`config.mk`:
```
export PLATFORM = sky130hd
export DESIGN_NAME = alu_share_arbiter
export DESIGN_NICKNAME = d
export VERILOG_FILES = /design/src/rtl/alu_share_arbiter.sv
export SDC_FILE = /design/constraint.sdc
export NUM_CORES = 1
export LEC_CHECK = 0
export ABC_AREA = 1
export CORE_UTILIZATION = 30
export DETAILED_ROUTE_END_ITERATION = 16
export PLACE_DENSITY = 0.66
export SLEW_MARGIN = 20
export SYNTH_ARGS = -nofsm -noshare
export SYNTH_HDL_FRONTEND = slang
export SYNTH_SLANG_ARGS = --single-unit
```
`constraint.sdc`:
```
create_clock -name clk -period 1.46 [get_ports clk]
set_input_delay 0.292 -clock clk [delete_from_list [all_inputs] [get_ports clk]]
set_output_delay 0.292 -clock clk [all_outputs]
set_load 0.005 [all_outputs]
```
`src/rtl/alu_share_arbiter.sv`:
```
// alu_share_arbiter
//   Shares one ALU and its B-operand select between two requesters.
//   Requester 0 is the main execute path. Requester 1 is an auxiliary unit.
//   One operation is in flight at a time. The winner's operands are
//   registered on acceptance. The ALU result is captured after one execute
//   cycle and is returned on a valid/ready response channel.
// Ports
//   clk, rst            : clock, synchronous active-high reset
//   req_valid/req_ready : per-requester request handshake (bit i = requester i)
//   req_a/wd/imm        : per-requester operands (slice i = requester i)
//   req_alu_src/ctrl    : per-requester B select (1 = imm) and opcode
//   rsp_valid/rsp_ready : per-requester response handshake
//   rsp_result/rsp_zero : captured ALU outputs, shared and qualified by rsp_valid
//   alu_a/wd/imm/src/ctrl : registered operands driving the ALU and B mux
//   alu_result/alu_zero : combinational ALU outputs
//   busy                : an operation is executing or awaiting its response
module alu_share_arbiter #(
  parameter int WIDTH  = 32,
  parameter int CTRL_W = 4
) (
  input  logic                  clk,
  input  logic                  rst,
  input  logic [1:0]            req_valid,
  output logic [1:0]            req_ready,
  input  logic [2*WIDTH-1:0]    req_a,
  input  logic [2*WIDTH-1:0]    req_wd,
  input  logic [2*WIDTH-1:0]    req_imm,
  input  logic [1:0]            req_alu_src,
  input  logic [2*CTRL_W-1:0]   req_alu_ctrl,
  output logic [1:0]            rsp_valid,
  input  logic [1:0]            rsp_ready,
  output logic [WIDTH-1:0]      rsp_result,
  output logic                  rsp_zero,
  output logic [WIDTH-1:0]      alu_a,
  output logic [WIDTH-1:0]      alu_wd,
  output logic [WIDTH-1:0]      alu_imm,
  output logic                  alu_src,
  output logic [CTRL_W-1:0]     alu_ctrl,
  input  logic [WIDTH-1:0]      alu_result,
  input  logic                  alu_zero,
  output logic                  busy
);

  typedef enum logic [1:0] {IDLE, EXEC, RESP} state_t;

  state_t              state_q, state_d;
  logic                grant_q, grant_d;
  logic                last_q,  last_d;
  logic [WIDTH-1:0]    a_q,   a_d;
  logic [WIDTH-1:0]    wd_q,  wd_d;
  logic [WIDTH-1:0]    imm_q, imm_d;
  logic                src_q, src_d;
  logic [CTRL_W-1:0]   ctrl_q, ctrl_d;
  logic [WIDTH-1:0]    res_q, res_d;
  logic                zero_q, zero_d;
  logic                win;

  // Winner selection: a lone request wins; on a tie the requester that was
  // not accepted most recently wins.
  always_comb begin
    win = 1'b0;
    case (req_valid)
      2'b01:   win = 1'b0;
      2'b10:   win = 1'b1;
      2'b11:   win = ~last_q;
      default: win = 1'b0;
    endcase
  end

  always_comb begin
    state_d   = state_q;
    grant_d   = grant_q;
    last_d    = last_q;
    a_d       = a_q;
    wd_d      = wd_q;
    imm_d     = imm_q;
    src_d     = src_q;
    ctrl_d    = ctrl_q;
    res_d     = res_q;
    zero_d    = zero_q;
    req_ready = '0;
    rsp_valid = '0;
    case (state_q)
      IDLE: begin
        if ((|req_valid) && !rst) begin
          req_ready[win] = 1'b1;
          a_d     = win ? req_a[2*WIDTH-1:WIDTH]   : req_a[WIDTH-1:0];
          wd_d    = win ? req_wd[2*WIDTH-1:WIDTH]  : req_wd[WIDTH-1:0];
          imm_d   = win ? req_imm[2*WIDTH-1:WIDTH] : req_imm[WIDTH-1:0];
          src_d   = req_alu_src[win];
          ctrl_d  = win ? req_alu_ctrl[2*CTRL_W-1:CTRL_W] : req_alu_ctrl[CTRL_W-1:0];
          grant_d = win;
          last_d  = win;
          state_d = EXEC;
        end
      end
      EXEC: begin
        res_d   = alu_result;
        zero_d  = alu_zero;
        state_d = RESP;
      end
      RESP: begin
        rsp_valid[grant_q] = 1'b1;
        if (rsp_ready[grant_q]) state_d = IDLE;
      end
      default: state_d = IDLE;
    endcase
  end

  always_ff @(posedge clk) begin
    if (rst) begin
      state_q <= IDLE;
      grant_q <= 1'b0;
      last_q  <= 1'b1;
      a_q     <= '0;
      wd_q    <= '0;
      imm_q   <= '0;
      src_q   <= 1'b0;
      ctrl_q  <= '0;
      res_q   <= '0;
      zero_q  <= 1'b0;
    end else begin
      state_q <= state_d;
      grant_q <= grant_d;
      last_q  <= last_d;
      a_q     <= a_d;
      wd_q    <= wd_d;
      imm_q   <= imm_d;
      src_q   <= src_d;
      ctrl_q  <= ctrl_d;
      res_q   <= res_d;
      zero_q  <= zero_d;
    end
  end

  assign alu_a      = a_q;
  assign alu_wd     = wd_q;
  assign alu_imm    = imm_q;
  assign alu_src    = src_q;
  assign alu_ctrl   = ctrl_q;
  assign rsp_result = res_q;
  assign rsp_zero   = zero_q;
  assign busy       = (state_q != IDLE);

endmodule

```
==> impl_metrics.yaml, run 1 <==
outcome:
  outcome: "finished with violations"
  failing_checks: "negative setup slack"
yosys:
  synth-edff-count: 0
  synth.net_count: 1191
  post-synth-top-area-fraction: 0.444
  post_synth.cell_area_avg_um2: 6.55
  synth_top_cell_by_area: "dfxtp_1"
  ys_ff_latch: 138
  post-synth-top-count-cell: "nand2_1"
  synthesis.yosys.warnings: 0
  synth_cell_types: 18
  synthArstFlopShare: 0
  ys_dominant_reg_cell: "dfxtp_1"
  synthesis.instances: 950
  synth-seq-area-share: 0.444
  synth_top_cells_by_area: "dfxtp_1, nand2_1, a21oi_1"
  post_synth_instance_area_mm2: 0.00623
  netlist_top_cells_count: "nand2_1, dfxtp_1, a21oi_1, nand3_1, nor2_1"
sta:
  fin_hold_ws_ns: 0.416
  timing.clock.skew_ns: 0.0110
  finalCriticalPeriod_ns: 1.55
  worst-slew-pin-transition_ns: 0.864
  max_transition_viols_final: 0
  post-route-period-util: 1.06
  fin_setup_tns_ns: -0.332
  setup-violations-final: 22
  rsz0062_at_grt: "yes"
  maxSlewHeadroom: 0.424
  fmax_mhz: 646
  finalHoldViolCount: 0
  layout_setup_ws_ns: -0.0887
critical_path:
  end_point_of_the_critical_path: "req_ready[0]"
  critical_path.slowest_cell: "dfxtp_4"
  crit-reg2reg-launch: "state_q[1]"
  setup.worst_path.class: "flip-flop to primary output"
  critical_path.max_fanout: 2
  worst_setup_sp_type: "flip-flop"
  cells_traversed_along_the_worst_timing_path: "nor2_4 > buf_6 > nand3_4 > nor2_4 > buf_6"
  worst_setup_path_end_kind: "primary output"
  critical_path_required_ns: 1.17
  startpoint: "state_q[1]"
  ff2ff_setup_slack_ns: -0.01
  critPathArrivalTime_ns: 1.26
  timing.critical_path.slowest_cell_delay_ns: 0.36
  reg2reg_depth: 9
  timing.rr.end: "alu_wd[6]"
die:
  ios: 380
  coreArea_mm2: 0.0203
  dieArea_mm2: 0.0213
  initial_core_util: 0.307
  floorplan.die.height_um: 146
  die_x_um: 146
  fp-row-count: 52
final_layout:
  post_route_cells_drive_above_1_share: 0.0799
  instances_no_fill: 1596
  antenna_cells_inserted: 0
  areaGrowthSynthToFinish_pct: 80.2
  final_net_count: 1556
global_routing:
  grt_pass1_wl_um: 37700
  antenna_found_initial: 0
  grt_max_degree: 104
  gr-usage-all-layers: 0.225
  grt-ovfl-total: 0
  grt_pass1_vias: 6814
routing:
  drt_wl_total_um: 25700
  drtAntennaViolNets: 0
  drt_pass1_iterations: 7
  wl_per_cell_um: 16.1
  drt_first_iter_violations: 304
  remaining_drc_errors: 0
  dr_total_vias: 7428
  routed_via_density: 4.65
cts:
  cts_tree: "yes"
  clock_sink_count: 138
  clkLatencyLatePin_ns: 0.42
  cts-htree-levels: 4
  cts_root_buffer: "clkbuf_16"
  cts_hold_repair.buffers: 0
  clk_path_buf_depth: 2
  tritoncts.num_buffers: 17
  cts.reportedPaths.clkPinSlew_ns: 0.06
power_and_ir_drop:
  vdd_drop_max_v: 0.000779
  power.total_uw: 11800
  static-leakage-power_uw: 0.00524
  power.density_mw_per_mm2: 1050
placement:
  hpwl_um: 16400
  finalWeightedCongestion: 0.817
  place.detailed.instances: 1549
  number_of_buffer_cells_added_on_primary_ports: 379
hold_path:
  min_path_type: "input port to flip-flop"
  worst_hold_path.num_cells: 4
job:
  maxCapViolCount: 0
power breakdown:
part | switching (uW) | leakage (uW) | internal [uW]
logic | 1260 | 0.00379 | 1460
registers | 138 | 0.00113 | 4060
clock network | 1670 | 0.000316 | 3190
total | 3070 | 0.00524 | 8710
state kept, by name (all words and copies together) (netlist names):
register and cells:
alu_a 32, alu_ctrl 4, alu_imm 32, alu_src 1, alu_wd 32, grant_q 1, last_q 1, rsp_result 32
rsp_zero 1, state_q 2
what timing repair did:
action | 4_1_cts | 5_1_grt
gates resized for setup | 177 | 23
setup buffers | 5 | 7
pin swaps | 4 | 1
endpoints found under the setup margin | 217 | 96
cloned | 1 | 7
worst min-delay path by stage:
stage,from,endpoint
global placement,alu_imm[1],alu_imm[1]
floorplan,last_q,last_q
CTS,rst,last_q
finish,rst,last_q
global route,rst,last_q
detailed placement,alu_a[13],alu_a[13]
worst max-delay path: cells and delay by family (launching register included):
kind,cells,cell delay (ns)
buffers and inverters,2,0.21
AND/OR/NAND/NOR,3,0.28
flip-flops,1,0.36
metrics by stage:
| step | worst slack, ns | util | area [um^2] |
|---|---|---|---|
| final | -0.0887 | 0.553 | 11200 |
| after global routing | -0.160 | 0.553 | 11200 |
| after floorplan | 0.236 | - | 6230 |
| after CTS | -0.140 | 0.539 | 10900 |
| after detailed placement | -0.570 | 0.509 | 10300 |
| after global placement | -0.553 | 0.509 | 10300 |
cells by family (layout without fill, tap and decap cells):
kind of cell           Yosys count  count (layout)  share of synthesized area
flip-flops                     138             138                      0.444
AO/OA/AOI/OAI                  137             137                      0.111
AND/OR/NAND/NOR                589             589                      0.378
buffers and inverters           86             462                     0.0671
layout by cell type (no fill, tap or decap), types with 3 or more instances in the layout:
| master | n |
|---|---|
| buf_4 | 14 |
| buf_12 | 8 |
| o21ai_0 | 33 |
| nor2_4 | 4 |
| a21oi_1 | 102 |
| inv_2 | 5 |
| dlygate4sd2_1 | 135 |
| nor2_1 | 68 |
| bufinv_16 | 6 |
| inv_1 | 4 |
| dfxtp_2 | 5 |
| buf_16 | 6 |
| nand2_1 | 405 |
| clkbuf_16 | 23 |
| nand3_1 | 103 |
| dfxtp_1 | 132 |
| clkinv_4 | 3 |
| buf_6 | 14 |
| clkdlybuf4s50_1 | 237 |
| nand2_2 | 6 |
final cells by class:
class	count	area, um^2
clock buffers	18	429
fillers	2024	9080
flip-flops and latches	138	2770
clock inverters	12	224
repair buffers	422	4300
inverters	10	40.0
well taps	270	338
multi-input cells	726	3110
routing by layer:
metal | up-vias | wire length (um) | global-route usage
met5 | - | 0 | 0
met4 | 0 | 494 | 0.0823
met3 | 29 | 1560 | 0.0591
met2 | 247 | 12800 | 0.389
met1 | 3388 | 10800 | 0.266
li1 | 3764 | - | -
Power figures use the tool's default switching activity.
==> inputs of run 2 (changes only) <==
--- a/config.mk
+++ b/config.mk
@@ -8,8 +8,10 @@
 export ABC_AREA = 1
 export CORE_UTILIZATION = 30
 export DETAILED_ROUTE_END_ITERATION = 16
+export GPL_TIMING_DRIVEN = 0
 export PLACE_DENSITY = 0.66
-export SLEW_MARGIN = 20
+export SLEW_MARGIN = 25
 export SYNTH_ARGS = -nofsm -noshare
 export SYNTH_HDL_FRONTEND = slang
 export SYNTH_SLANG_ARGS = --single-unit
+export TNS_END_PERCENT = 5
==> impl_metrics.yaml, run 2 (same netlist as run 1, synthesis figures left out) <==
critical_path:
  critical_path.max_fanout: 2
  cells_traversed_along_the_worst_timing_path: "nor2_4 > inv_2 > nor2_4 > buf_8 > nand2_4 > inv_2 > buf_6"
  critical_path_required_ns: 1.17
  crit-reg2reg-launch: "state_q[1]"
  startpoint: "state_q[1]"
  setup.worst_path.class: "flip-flop to primary output"
  critPathArrivalTime_ns: 1.36
  reg2reg_depth: 7
  ff2ff_setup_slack_ns: -0.01
  worst_setup_path_end_kind: "primary output"
  timing.critical_path.slowest_cell_delay_ns: 0.33
  worst_setup_sp_type: "flip-flop"
  critical_path.slowest_cell: "dfxtp_2"
sta:
  timing.clock.skew_ns: 0.0103
  finalHoldViolCount: 0
  fmax_mhz: 604
  fin_setup_tns_ns: -0.598
  fin_hold_ws_ns: 0.295
  max_transition_viols_final: 0
  setup-violations-final: 6
  worst-slew-pin-transition_ns: 0.697
  finalCriticalPeriod_ns: 1.65
  post-route-period-util: 1.13
  maxSlewHeadroom: 0.535
  rsz0062_at_grt: "yes"
  layout_setup_ws_ns: -0.195
final_layout:
  post_route_cells_drive_above_1_share: 0.0953
  instances_no_fill: 1646
  fillerInstances: 2057
  final_common_cell: "nand2_1"
  postLayoutCellArea_mm2: 0.0112
  most-common-layout-cells: "nand2_1, clkdlybuf4s50_1, dlygate4sd2_1, dfxtp_1, a21oi_1"
  final_net_count: 1604
  areaGrowthSynthToFinish_pct: 79.9
die:
  fp-row-count: 52
  dieArea_mm2: 0.0213
  die_x_um: 146
  ios: 380
  initial_core_util: 0.307
  coreArea_mm2: 0.0203
  floorplan.die.height_um: 146
cts:
  tritoncts.num_buffers: 17
  cts_hold_repair.buffers: 0
  cts-htree-levels: 4
  clkLatencyLatePin_ns: 0.43
  cts_root_buffer: "clkbuf_16"
  cts_tree: "yes"
  clk_path_buf_depth: 2
  clock_sink_count: 138
  cts.reportedPaths.clkPinSlew_ns: 0.06
routing:
  remaining_drc_errors: 0
  drt_first_iter_violations: 327
  drt_wl_total_um: 26100
  dr_total_vias: 7613
  drt_pass1_iterations: 5
  wl_per_cell_um: 15.8
  routed_via_density: 4.63
  drtAntennaViolNets: 0
power_and_ir_drop:
  power.total_uw: 11800
  static-leakage-power_uw: 0.00529
  power.density_mw_per_mm2: 1060
  vdd_drop_max_v: 0.000745
outcome:
  outcome: "finished with violations"
  failing_checks: "negative setup slack"
global_routing:
  grt-ovfl-total: 0
  grt_pass1_wl_um: 39500
  grt_pass1_vias: 6969
  gr-usage-all-layers: 0.240
  antenna_found_initial: 1
  grt_max_degree: 17
placement:
  detailed_place.area_mm2: 0.0103
  number_of_buffer_cells_added_on_primary_ports: 378
  hpwl_um: 19600
  finalWeightedCongestion: 0.858
  place.detailed.instances: 1598
job:
  maxCapViolCount: 0
hold_path:
  min-delay-start: "rst"
  min_path_type: "input port to flip-flop"
  worst_hold_path.num_cells: 4
run 2: changes by cell type in the layout (fill, tap and decap cells not counted), sizes merged:
cell         previous run  this run
clkbuf                 24        44
dlygate4sd2           135       136
clkinv                  5         4
diode                   0         1
clkinvlp                1         0
buf                    44        73
inv                    10        11
run 2: power breakdown:
part / switching, uW / total (uW) / internal (uW)
logic: 1250 / 2660 / 1410
registers: 137 / 4190 / 4060
clock network: 1690 / 4980 / 3290
total: 3070 / 11800 / 8760
run 2: cell type report:
cell class	count	area (um^2)	share of cell area
clock inverter	11	216	0.0193
timing repair buffer	394	3720	0.333
tap	270	338	0.0302
antenna	1	2.50	0.000223
multi-input combinational	726	3090	0.275
clock buffer	20	457	0.0408
sequential	138	2770	0.248
inverter	10	42.5	0.00380
buffer	76	562	0.0502
run 2: critical path: cells and delay by family (launching register included):
kind | cells | cell delay [ns]
buffers and inverters | 4 | 0.32
DFF | 1 | 0.33
and+or+nand+nor | 3 | 0.30
run 2: per-layer routing:
metal  GRT usage  part of all wire
met1       0.305              0.44
met2       0.404              0.48
met3      0.0475             0.064
met4      0.0823             0.021
met5           0                 0
run 2: what timing repair did:
action,in CTS,in global routing
setup buffers,9,7
pin swaps,6,4
endpoints found under the setup margin,240,105
gates resized for setup,186,73
run 2: path summary, 6_finish.rpt:
path,to
setup / recovery,req_ready[1]
hold / removal,rsp_result[0]
setup reg to reg,alu_a[10]
hold reg to reg,alu_imm[26]
run 2: stage by stage:
step	setup WS [ns]	utilization
floorplan	0.236	-
global placement	-1.03	0.510
detailed placement	-1.02	0.510
CTS	-0.209	0.542
global route	-0.259	0.552
finish	-0.195	0.552
